<file path="src/rtl/pid_input_avg.sv">
// Boxcar moving-average filter ahead of the PID inputs.
// Averages the last 2**L signed samples. The running sum is kept
// incrementally: each accepted sample adds the newest value and
// subtracts the one leaving the window. A flush zeroes the whole
// circular buffer, one entry per cycle, before filtering resumes.
module pid_input_avg #(
   parameter int DW     = 14,
   parameter int MAXLOG = 5
) (
   input  logic                 clk_i,
   input  logic                 rstn_i,
   input  logic                 en_i,
   input  logic                 clr_i,
   input  logic [2:0]           cfg_log2n_i,
   input  logic signed [DW-1:0] dat_i,
   output logic signed [DW-1:0] dat_o,
   output logic                 busy_o
);

   localparam int DEPTH = 1 << MAXLOG;
   localparam int SW    = DW + MAXLOG;

   typedef enum logic {CLEAR, RUN} state_t;

   state_t                state, state_nxt;
   logic [2:0]            cfg_q;
   logic [2:0]            leff;
   logic [MAXLOG:0]       n_win;
   logic [MAXLOG-1:0]     clr_cnt, wr_ptr, rd_ptr;
   logic signed [SW-1:0]  sum, sum_shf;
   logic signed [DW-1:0]  mem [DEPTH];
   logic                  flush, clear_we, accept, clr_last;

   // Window size follows the registered config. Any mismatch with the
   // live input forces a flush, so the two agree whenever RUN filters.
   assign leff     = (cfg_q > 3'(MAXLOG)) ? 3'(MAXLOG) : cfg_q;
   assign n_win    = (MAXLOG+1)'(1) << leff;
   // Oldest sample in the window. For N = DEPTH this is the slot about
   // to be overwritten, and the async read still returns its old value.
   assign rd_ptr   = wr_ptr - n_win[MAXLOG-1:0];
   assign flush    = clr_i | (cfg_log2n_i != cfg_q);
   assign clr_last = (clr_cnt == MAXLOG'(DEPTH-1));
   assign sum_shf  = sum >>> leff;

   // State register
   always_ff @(posedge clk_i) begin
      if (!rstn_i) state <= CLEAR;
      else         state <= state_nxt;
   end

   // Next-state logic: a flush always restarts the full clear sweep
   always_comb begin
      state_nxt = state;
      case (state)
         CLEAR: if (flush)         state_nxt = CLEAR;
                else if (clr_last) state_nxt = RUN;
         RUN:   if (flush)         state_nxt = CLEAR;
         default:                  state_nxt = CLEAR;
      endcase
   end

   // Control decode: a flush drops any sample offered in the same cycle
   always_comb begin
      clear_we = 1'b0;
      accept   = 1'b0;
      case (state)
         CLEAR:   clear_we = !flush;
         RUN:     accept   = en_i && !flush;
         default: ;
      endcase
   end

   // Sample buffer: no reset, zeroed by the clear sweep instead
   always_ff @(posedge clk_i) begin
      if (clear_we)    mem[clr_cnt] <= '0;
      else if (accept) mem[wr_ptr]  <= dat_i;
   end

   // Datapath: pointers, running sum, registered average, busy flag
   always_ff @(posedge clk_i) begin
      if (!rstn_i) begin
         cfg_q   <= cfg_log2n_i;
         clr_cnt <= '0;
         wr_ptr  <= '0;
         sum     <= '0;
         dat_o   <= '0;
         busy_o  <= 1'b1;
      end else begin
         cfg_q <= cfg_log2n_i;
         if (flush) begin
            clr_cnt <= '0;
            wr_ptr  <= '0;
            sum     <= '0;
            dat_o   <= '0;
            busy_o  <= 1'b1;
         end else if (state == CLEAR) begin
            clr_cnt <= clr_cnt + MAXLOG'(1);
            dat_o   <= '0;
            if (clr_last) busy_o <= 1'b0;
         end else begin
            dat_o <= sum_shf[DW-1:0];
            if (accept) begin
               wr_ptr <= wr_ptr + MAXLOG'(1);
               sum    <= sum + SW'(dat_i) - SW'(mem[rd_ptr]);
            end
         end
      end
   end

endmodule

</file>
<file path="config.mk">
export PLATFORM = sky130hd
export DESIGN_NAME = pid_input_avg
export DESIGN_NICKNAME = d
export VERILOG_FILES = /design/src/rtl/pid_input_avg.sv
export SDC_FILE = /design/constraint.sdc
export NUM_CORES = 1
export LEC_CHECK = 0
export ABC_AREA = 1
export ABC_CLOCK_PERIOD_IN_PS = 11980
export CORE_UTILIZATION = 40
export CTS_CLUSTER_DIAMETER = 120
export DETAILED_ROUTE_END_ITERATION = 16
export SETUP_SLACK_MARGIN = 0.2
export SYNTH_ARGS = -nofsm -noshare
export SYNTH_HDL_FRONTEND = slang
export SYNTH_SLANG_ARGS = --single-unit
</file>
<file path="constraint.sdc">
create_clock -name clk_i -period 11.98 [get_ports clk_i]
set_clock_uncertainty 0.15 [all_clocks]
set_input_delay 2.396 -clock clk_i [delete_from_list [all_inputs] [get_ports clk_i]]
set_output_delay 2.396 -clock clk_i [all_outputs]
set_load 0.03 [all_outputs]
</file>
After elaboration in Yosys (flattened, before gate mapping)
Memories as Yosys holds them, arrays and structs flattened.
Cells that the tools add are included.
Storage, ports and cells
  bits in registers: 48
  memory bits (writable): 448
  bits of input ports: 21
  output and inout bits: 15
  memories: 1
Operators by class
  add/subtract/negate cells: 5
  $lt $le $gt $ge: 1
  equal/unequal tests: 2
  shifts and indexed selects: 2
  multiplexer cells: 15
  bitwise operators: 3
  reductions and logical operators: 7
Memory list
  mem: depth 32, bits a word 14, read ports 1, clocked after memory_dff 0, write ports 1, line 31  | logic signed [DW-1:0] mem [DEPTH];
Operators by type and width (number)
  $add 19x14->19: 1
  $sshr 19x3->14: 1
  $sub 19x14->19: 1
  $mux 14: 1
  $reduce_or 14->1: 1
  $mux 1: 11
  $add 5x1->5 const B: 2
  $eq 5x5->1 const B: 1
  $mux 5: 1
  $shl 1x3->5 const A: 1
  $sub 5x5->5: 1
  $reduce_and 2->1: 2
  $gt 3x3->1 const B: 1
  $mux 3: 1
  $ne 3x3->1: 1
  $reduce_or 3->1: 1
  $not 1->1: 2
  $pmux 1 s2: 1
  $reduce_or 2->1: 1
  $logic_and 1x1->1: 1
  $logic_not 1->1: 1
  $or 1x1->1: 1

Depth between registers and ports, before layout
  word-level depth: 10
  depth in mapped cells: 29
  gate-level depth less buffers: 26

Worst setup path before layout
OpenSTA, ideal clock, no wires.
  path type: input to register
  from: input cfg_log2n_i[2]
  to: memory mem[0][10] (data pin)
  arrival time: 4.219 ns
  required time: 11.479 ns
  slack: 7.260 ns
  stages: 7
  cell sequence: xor2_1 > nor2_1 > nand3_4 > buf_6 > buf_2 > buf_2 > nor2_1
Between the ends
  cells in the longest elaborated chain, start to end: 10
RTL lines
  from (decl): line 14  | input logic [2:0] cfg_log2n_i,
  $ne 3x3->1 *: line 41  | assign flush = clr_i | (cfg_log2n_i != cfg_q);
  $or 1x1->1 *: line 41
  $logic_not 1->1 *: line 67, 68
  $logic_and 1x1->1: line 68  | RUN: accept = en_i && !flush;
  $mux 1: line 66  | case (state)
  $mux 1: line 76  | else if (accept) mem[wr_ptr] <= dat_i;
  $mux 1 *: line 75  | if (clear_we) mem[clr_cnt] <= '0;
  $mux 1 (not written as such) *: line 76
  $reduce_or 14->1 (no source line) *
  $mux 14 (no source line) *
  to (decl): line 31
Mark *: on every way between the ends. The rest lies on a longest branch, timed or not.

Worst setup path in the final report
  from: register cfg_q[2]
  to: register sum[13]
Between the ends
  cells in the longest elaborated chain, start to end: 6
RTL lines
  from (decl): line 26  | logic [2:0] cfg_q;
  from (signal assigned): line 82  | cfg_q <= cfg_log2n_i;
  from (signal assigned): line 89  | cfg_q <= cfg_log2n_i;
  $gt 3x3->1 / $ne 3x3->1 (equally long branches): line 36, 41
  $mux 3 / $or 1x1->1 (equally long branches): line 36, 41
  $shl 1x3->5 / $logic_not 1->1 (equally long branches): line 37, 68
  $sub 5x5->5 / $logic_and 1x1->1 (equally long branches): line 40, 68
  $mem_v2 32x14 / $mux 1 (equally long branches)
  $sub 19x14->19 / $reduce_and 2->1 (equally long branches)
  to (signal assigned): line 104  | sum <= sum + SW'(dat_i) - SW'(mem[rd_ptr]);
  to (decl): line 30  | logic signed [SW-1:0] sum, sum_shf;
Parallel ways exist; a longest one is shown, timed or not.
A chain may end at the register's enable or synchronous reset.

==> reports/summary.log <==
[outcome] status finished, final reports clean
[clock_network] Bufs on Longest Clock Path 3
[setup_path] Critical Path Start Type flip-flop
[setup_path] launch point of the worst path cfg_q[2]
[timing] slew of the pin with the lowest slew margin 1330 ps
[timing] maximum frequency from static timing analysis 0.147 GHz
[final_layout] core utilization of the finished layout 45.8%
[timing] period utilisation layout 56.9%
[setup_path] Worst Path Class, Setup reg -> reg
[synth] syn_nets 2082
[synth] number of enable flip-flop cells after synthesis 448
[setup_path] end of the worst register-to-register path sum[13]
[final_layout] combined flip-flop and latch cell area 0.0144 mm^2
[synth] cells after synthesis 2015
[routing] mean routed wirelength per cell 21.1 um
[routing] number of vias per cell after detailed routing 5.44
[timing] crit path time final 6810 ps
[clock_network] number of resized instances in the post-cts repair step 0
[setup_path] largest stage delay on the critical path 870 ps
[setup_path] buffer and inverter count on the worst path 6
[final_layout] number of nets in the finished design 2100
[clock_network] cell at the root of the clock tree clkbuf_16
[routing] residual DRC count 0
[floorplan] initial core utilization 40.5%
[synth] sequential-to-total area share from yosys stat 66.3%
[timing] post-route setup TNS 0 ps
[global_route] total routing usage reported by global routing 21.3%
[synth] number of unique standard cell types used by synthesis 37
[synth] Yosys warning count 0
[setup_path] Most Frequent Cell on Critical Path nor2_1
[routing] DR vias 15.1k
[power_and_ir_drop] maximum vdd drop 0.101 mV
[setup_path] kind of capture point of the worst setup path flip-flop
[floorplan] number of top-level design ports 36
[final_layout] relative area change from synthesis to final layout 13.1%
[timing] unrepaired setup endpoints after global routing false
[job] max capacitance violation total 0
[routing] remaining antenna violation count 0
[clock_network] Post-CTS Repair Setup Buffers 0
[placement] placer congestion estimate 0.916
[timing] relative max-transition margin 10.9%
[routing] first-pass iteration count of the detailed router 6
[worst_hold_path] Worst Hold Class reg -> reg
[setup_path] gate family responsible for the most delay along the worst path simple AND/OR/NAND/NOR gates
[timing] count of final setup violators 0
[setup_path] arrival time at the worst endpoint 7160 ps
[final_layout] area occupied by multi-input gates 0.00651 mm^2
[clock_network] worst-skew pair later-pin latency 610 ps
[setup_path] required arrival time at the worst endpoint 12330 ps
[setup_path] largest fanout of any net on the critical path 70
[power_and_ir_drop] Cell Pwr Density 161 mW/mm^2
[clock_network] CTS tree yes
[timing] Hold Vio Cnt, Final 0
[floorplan] cell row count 85
[floorplan] area of the die 0.0553 mm^2
[global_route] antenna violations before repair 0
[global_route] global-route wire length before repair 89300 um
[global_route] maximum number of pins on one net before global-route repair 83
[global_route] Remaining Overflow, GRT 0
[floorplan] width of the chip 235 um
[clock_network] Clock transition at path regs 60 ps
[setup_path] critical-path cell list nor2_1 -> clkinv_1 -> nor2_1 -> fa_4 -> inv_2 -> buf_4 -> o21ai_0 -> o22ai_1 -> nand2_1 -> nand3_1 -> nand3_1 -> nand2_1 -> inv_1 -> fa_1 -> ha_1 -> nand2_1 -> nor2_1 -> inv_1 -> nor2_1 -> nor2_1 -> nand3_1 -> nand3_1 -> nand2_1 -> inv_1
[clock_network] clock buffers created by TritonCTS 52
[routing] total wire length 58500 um
[setup_path] critical path depth 24
[timing] final number of max-transition violations 0
[synth] share of async-settable or async-resettable flops after synthesis 0%
[synth] Avg Cell Area, Syn 10.8 um^2
[setup_path] capturing element of the worst setup path sum[13]
[final_layout] diodes inserted 0
[synth] synthesized area 0.0217 mm^2
[synth] dominant synthesized flop cell edfxtp_1
[synth] number of storage elements in the synthesis netlist 496
[power_and_ir_drop] Pleak 9.77 nW
[placement] buffers added on ports 35
[clock_network] number of H-tree levels 2
[global_route] number of global-route vias before repair 14.6k
[setup_path] cell with the largest stage delay on the worst path fa_4
[setup_path] worst r2r path cells 24
[routing] Iteration-0 DRC Markers 1607
[placement] hpwl dp 35700 um
[clock_network] sink count of the clock tree 496
[final_layout] FILL cells 4896
[setup_path] minimum setup slack among reg-to-reg paths 5170 ps
[final_layout] share of layout cells above drive strength 1 6.75%
[setup_path] R2R Path Start cfg_q[2]
[floorplan] Die Height 235 um
[clock_network] number of hold buffers added after cts 0
[floorplan] Core Box Area 0.0537 mm^2
[synth_stat cells, types with 8 or more instances]
master | number | area share, %
a21oi_1 | 61 | 1.4
buf_1 | 13 | 0.22
buf_2 | 28 | 0.64
clkbuf_1 | 61 | 1.1
dfxtp_1 | 48 | 4.4
edfxtp_1 | 448 | 62
fa_1 | 19 | 1.7
ha_1 | 27 | 1.6
inv_1 | 120 | 2.1
nand2_1 | 344 | 5.9
nand3_1 | 155 | 3.6
nor2_1 | 307 | 5.3
nor3_1 | 8 | 0.18
o21ai_0 | 246 | 5.7
o22ai_1 | 69 | 2.0
xor2_1 | 12 | 0.48
[cell usage in the layout (no fill, tap or decap), drive strengths merged, types with 2 or more instances in the layout]
master,netlist,layout
o31ai,3,3
clkdlybuf4s50,0,35
clkbuf,61,65
o2bb2ai,2,2
nor3,9,9
nor2,309,309
a211oi,4,4
inv,121,124
ha,27,27
o21ai,253,253
dfxtp,48,48
buf,43,33
nand3,158,158
o211ai,4,4
xor2,12,12
o22ai,69,69
bufinv,0,7
xnor2,8,8
fa,19,19
clkinv,3,21
a21oi,61,61
a22o,6,6
nand2,344,344
edfxtp,448,448
[cells by family after synthesis]
logic type / synth area share (%)
DFF: 66.3
AOI/OAI and AO/OA: 10.0
buffers and inverters: 4.15
adders and majority gates: 3.30
xor gates and xnor gates: 0.840
and+or+nand+nor: 15.4
[metrics by stage]
stage / instance area (um^2) / setup WS [ps] / total power [mW] / hold WS (ps) / std cells
after detailed placement: 22900 / 5010 / 2.35 / 323 / 2675
final: 24600 / 5170 / 3.96 / 327 / 2769
after global routing: 24600 / 4720 / 4.09 / 372 / 2769
after floorplan: 21700 / 7260 / 2.22 / 296 / 2015
after global placement: 22900 / 5120 / 2.35 / 320 / 2675
after CTS: 24600 / 5290 / 3.98 / 335 / 2769
[state kept, by name, indices dropped and copies added (netlist names)]
signal,flops
mem,448
state,1
cfg_q,3
busy_o,1
sum,19
wr_ptr,5
dat_o,14
clr_cnt,5
[worst min path at each step]
stage	from	slack (ps)	depth (start not counted)	endpoint
2_1_floorplan	sum[0]	300	2	sum[0]
3_3_place_gp	busy_o	320	2	busy_o
3_5_place_dp	busy_o	320	2	busy_o
4_1_cts	busy_o	340	2	busy_o
5_1_grt	busy_o	370	2	busy_o
6_report	busy_o	330	2	busy_o
[power breakdown]
| part | internal [mW] | switching [mW] | leakage, nW |
|---|---|---|---|
| sequential | 1.86 | 0.00159 | 5.58 |
| combinational | 0.149 | 0.308 | 3.35 |
| clock | 0.972 | 0.671 | 0.844 |
[cell type report]
class | count | share of cell area [%]
clock buffers | 65 | 5.66
clock inverters | 29 | 1.34
inverters | 124 | 1.91
multi-input cells | 1291 | 26.5
flip-flops and latches | 496 | 58.6
well taps | 696 | 3.54
repair buffers | 68 | 2.43
[worst reg2reg max path, cell delays in order (launching register included)]
cell,delay (ps)
dfxtp_1,450
nor2_1,450
clkinv_1,390
nor2_1,320
fa_4,870
inv_2,390
buf_4,670
o21ai_0,320
o22ai_1,350
nand2_1,100
nand3_1,120
nand3_1,170
nand2_1,180
inv_1,70
fa_1,380
ha_1,370
nand2_1,140
nor2_1,210
inv_1,80
nor2_1,140
nor2_1,70
nand3_1,80
nand3_1,110
nand2_1,110
inv_1,40
[layer usage]
metal  up-vias  global-route usage, %  share of wire, %  wire (um)
met5         -                      0                 0          0
met4         0                   7.72               3.1       1820
met3        95                   4.21               8.0       4690
met2       581                   32.8                45      26400
met1      7326                   29.9                44      25600
li1       7070                      -                 -          -
No activity file was read; power rests on OpenSTA's default activity.
